--- config.mk ---
export PLATFORM = sky130hd
export DESIGN_NAME = behav_counter
export DESIGN_NICKNAME = d
export VERILOG_FILES = /design/src/rtl/behav_counter.sv
export SDC_FILE = /design/constraint.sdc
export NUM_CORES = 1
export LEC_CHECK = 0
export BUFFER_PORTS_ARGS = -buffer_cell sky130_fd_sc_hd__buf_2
export CORE_UTILIZATION = 47
export CTS_CLUSTER_SIZE = 24
export DETAILED_ROUTE_END_ITERATION = 16
export PLACE_DENSITY = 0.71
export SYNTH_ARGS = -nofsm -noshare
export SYNTH_HDL_FRONTEND = slang
export SYNTH_SLANG_ARGS = --single-unit
--- constraint.sdc ---
create_clock -name clk -period 1.6 [get_ports clk]
set_input_delay 0.32 -clock clk [delete_from_list [all_inputs] [get_ports clk]]
set_output_delay 0.32 -clock clk [all_outputs]
set_load 0.01 [all_outputs]
--- src/rtl/behav_counter.sv ---
// Prescaled up/down 8-bit counter with masked parallel load, a combinational
// terminal-count flag and a stretched carry/borrow pulse.
module behav_counter #(
  parameter int DATA_WIDTH = 1,
  parameter int KEEP_WIDTH = 1,
  parameter int HDR_WIDTH  = 1
) (
  input  logic       clk,
  input  logic       clear,
  input  logic [7:0] d,
  input  logic       load,
  input  logic [7:0] load_b,
  input  logic       up_down,
  output logic [7:0] qd,
  output logic       qd_b,
  output logic       qd_c
);

  localparam logic [7:0] STEP     = 8'(DATA_WIDTH);
  localparam logic [8:0] PSC_LAST = 9'(HDR_WIDTH - 1);
  localparam logic [3:0] KEEP     = 4'(KEEP_WIDTH);

  // Result carries the wrap flag in bit 8 and the new count in bits 7:0.
  function automatic logic [8:0] step_up(input logic [7:0] v);
    return {1'b0, v} + {1'b0, STEP};
  endfunction

  function automatic logic [8:0] step_dn(input logic [7:0] v);
    return {(v < STEP), 8'(v - STEP)};
  endfunction

  logic [7:0] qd_q,   qd_d;
  logic [8:0] psc_q,  psc_d;
  logic [3:0] hold_q, hold_d;
  logic       qd_c_q, qd_c_d;
  logic       tick;
  logic       wrap;
  logic [8:0] next_val;

  always_comb begin
    tick     = (psc_q == PSC_LAST);
    next_val = up_down ? step_up(qd_q) : step_dn(qd_q);
    qd_d     = qd_q;
    psc_d    = 9'(psc_q + 9'd1);
    wrap     = 1'b0;
    hold_d   = (hold_q != 4'd0) ? 4'(hold_q - 4'd1) : 4'd0;

    if (load) begin
      qd_d  = (d & load_b) | (qd_q & ~load_b);
      psc_d = 9'd0;
    end else if (tick) begin
      qd_d  = next_val[7:0];
      wrap  = next_val[8];
      psc_d = 9'd0;
    end

    // A fresh wrap restarts the stretch even if one is already running.
    if (wrap) hold_d = KEEP;
    qd_c_d = (hold_d != 4'd0);
  end

  always_ff @(posedge clk) begin
    if (clear) begin
      qd_q   <= 8'h00;
      psc_q  <= 9'd0;
      hold_q <= 4'd0;
      qd_c_q <= 1'b0;
    end else begin
      qd_q   <= qd_d;
      psc_q  <= psc_d;
      hold_q <= hold_d;
      qd_c_q <= qd_c_d;
    end
  end

  assign qd   = qd_q;
  assign qd_c = qd_c_q;
  assign qd_b = up_down ? ({1'b0, qd_q} > (9'd255 - {1'b0, STEP})) : (qd_q < STEP);

endmodule

==> impl_metrics.env <==
export IMPL_row_count=18
export IMPL_tritoncts="done"
export IMPL_slew_violations=0
export IMPL_critPathKind="reg -> out"
export IMPL_ys_warnings_count=0
export IMPL_area_growth_pct=53.9
export IMPL_crit_chain="inv_4, ha_4, or4b_4, o31ai_4, buf_2"
export IMPL_cp_endpoint="qd_b"
export IMPL_post_route_util_pct=77.2
export IMPL_die_w_um=53.9
export IMPL_drtIter0Drc=22
export IMPL_antenna_found_initial=0
export IMPL_syn_avg_cell_area_um2=8.22
export IMPL_crit_start="qd[0]"
export IMPL_antenna_cells=0
export IMPL_syn_num_nets=180
export IMPL_maxCapViolations=0
export IMPL_io_buffers=29
export IMPL_cts_sinks=22
export IMPL_synthTopCellsByArea="dfxtp_1, ha_1, nor2_1"
export IMPL_timing_rr_start="qd[0]"
export IMPL_outcome="complete, but fails checks"
export IMPL_yosysSeqAreaShare_pct=34.8
export IMPL_fin_ws_ns=-0.422
export IMPL_finalWeightedCongestion=0.854
export IMPL_synth_edff_count=0
export IMPL_finalNetCount=239
export IMPL_core_area_um2=2520
export IMPL_fmax_mhz=495
export IMPL_crit_buf_inv=2
export IMPL_min_path_type="in -> reg"
export IMPL_endpoint_kind="primary output"
export IMPL_yosys_area_top_type="dfxtp_1"
export IMPL_slowest_stage="or4b_4"
export IMPL_cts_reportedPaths_clkPinSlew_ns=0.14
export IMPL_clk_latency_ns=0.32
export IMPL_path_delay_family="simple AND/OR/NAND/NOR gates"
export IMPL_ys_async_sr_fraction_pct=0
export IMPL_rsz0062_at_grt="true"
export IMPL_fin_skew_ns=0.00831
export IMPL_finalWirelength_mm=3.56
export IMPL_num_vias=1360
export IMPL_hold_viol=0
export IMPL_synth_top_cell_area_share_pct=34.8
export IMPL_fillers=179
export IMPL_grt_total_usage_pct=26.1
export IMPL_num_io_pins=30
export IMPL_ys_ff_latch=22
export IMPL_ctsHtreeMaxLevel=1
export IMPL_grt_pass1_wl_mm=5.40
export IMPL_tightest_slew_ns=0.318
export IMPL_cts_root_buf="clkbuf_4"
export IMPL_whs_path_depth=3
export IMPL_max_stage_delay_ns=0.48
export IMPL_grt_pass1_vias=1280
export IMPL_ctsHoldBuffers=0
export IMPL_power_density_nw_per_um2=901
export IMPL_start_kind="register"
export IMPL_worst_endpoint_required_ns=1.28
export IMPL_syn_area_um2=1270
export IMPL_violations="setup timing"
export IMPL_fin_setup_tns_ns=-2.25
export IMPL_synthFlopType="dfxtp_1"
export IMPL_viasPerCell=5.62
export IMPL_dr_pass1_iters=4
export IMPL_grt_overflow_total=0
export IMPL_antenna_left=0
export IMPL_wl_per_cell_um=14.7
export IMPL_grt_max_degree=21
export IMPL_total_leakage_power_nw=0.835
export IMPL_clockBufferDepth=2
export IMPL_cp_arrival_ns=1.70
export IMPL_cp_max_fo=3
export IMPL_drcViolationCount=0
export IMPL_finalCritPeriodShare_pct=126
export IMPL_cts_buffers=3
export IMPL_peakVddDrop_uv=977
export IMPL_layout_min_cycle_time_ns=2.02
export IMPL_dp_final_hpwl_mm=2.31
export IMPL_drive_gt1_share_pct=52.8
export IMPL_crit_cells=5
export IMPL_syn_inst=154
export IMPL_maxSlewHeadroom_pct=78.6
export IMPL_dieHeight_um=53.9
export IMPL_setup_viol=12
export IMPL_floorplan_initialDensity_pct=50.2
export IMPL_die_area_um2=2910
export IMPL_ff2ff_path_depth=8
export IMPL_r2r_slack_ns=-0.27
export IMPL_ys_types=44
layout by cell type (no fill, tap or decap), types with 4 or more instances in the layout:
master	netlist	final
a21oi_1	10	6
dfxtp_1	22	17
buf_2	2	29
xor2_1	8	8
nor2_1	19	18
nand3_1	7	7
nand2_1	13	10
a21oi_2	1	5
dfxtp_2	0	4
buf_6	1	8
nand4_1	6	6
buf_4	0	25
power breakdown:
group,switching (mW),internal [mW],total [mW]
Clock,0.188,0.191,0.379
Combinational,0.358,0.334,0.692
Sequential,0.0609,0.624,0.684
metrics by stage:
stage | cell area (um^2) | worst slack [ns] | hold slack [ns] | power [mW] | std cells
floorplan | 1300 | -0.0897 | 0.432 | 1.05 | 154
global placement | 1640 | -0.113 | 0.501 | 1.19 | 231
detailed placement | 1640 | -0.147 | 0.497 | 1.22 | 231
CTS | 1840 | -0.419 | 0.255 | 1.64 | 242
global route | 1950 | -0.473 | 0.258 | 1.85 | 242
finish | 1950 | -0.422 | 0.247 | 1.76 | 242
worst reg2reg max path, delay by kind of cell (launching register included):
family,cells,cell delay [ns]
AND/OR/NAND/NOR,2,0.60
flip-flops,1,0.37
multiplexers,1,0.30
buffers and inverters,2,0.22
AO/OA/AOI/OAI,2,0.21
adder cells (fa/ha/maj),1,0.13
cell type report:
type	count	area [um^2]	area share, %
Multi-Input combinational cell	117	962	49.4
Sequential cell	22	449	23.1
Timing Repair Buffer	62	423	21.7
Clock buffer	4	47.5	2.44
Tap cell	30	37.5	1.93
Inverter	7	28.8	1.48
Yosys cell counts (all sizes together) (2+ instances only):
library cell   n
dfxtp         22
nor2          19
nand2         13
a21oi         11
xor2           8
inv            7
nand3          7
ha             6
nand4          6
clkbuf         5
nor3           5
nand2b         4
and3           3
buf            3
nor4           3
o21ai          3
or3            3
a221oi         2
mux2           2
mux2i          2
o32ai          2
or4            2
cells by family (layout without fill, tap and decap cells):
| logic type | after synthesis | count (layout) | share of synthesized area, % |
|---|---|---|---|
| XOR/XNOR | 9 | 9 | 6.23 |
| AO/OA/AOI/OAI | 26 | 26 | 13.8 |
| multiplexers | 4 | 4 | 3.66 |
| buffers and inverters | 15 | 73 | 5.24 |
| flip-flops | 22 | 22 | 34.8 |
| adder cells (fa/ha/maj) | 6 | 6 | 5.93 |
| AND/OR/NAND/NOR | 72 | 72 | 30.3 |
metal layers:
layer  vias to the layer above  part of all wire (%)  global-route usage [%]
li1                        666                     -                       -
met5                         -                     0                       0
met4                         0                   4.0                    17.1
met2                        38                    50                    46.5
met3                        14                   3.7                    2.54
met1                       642                    42                    29.0
worst min-delay path by stage:
stage	from	endpoint	slack (ns)
3_3_place_gp	hold_q[2]	hold_q[2]	0.50
5_1_grt	load_b[6]	register	0.26
2_1_floorplan	psc_q[0]	psc_q[0]	0.43
6_report	load_b[6]	register	0.25
3_5_place_dp	psc_q[8]	psc_q[8]	0.50
4_1_cts	load_b[6]	register	0.25
what timing repair did:
action	4_1_cts	5_1_grt
buffers inserted	7	2
setup endpoints to repair	13	13
gates resized for setup	23	26
endpoints found under the hold margin	0	0
pin swaps	14	13
(Power assumes the default switching activity.)
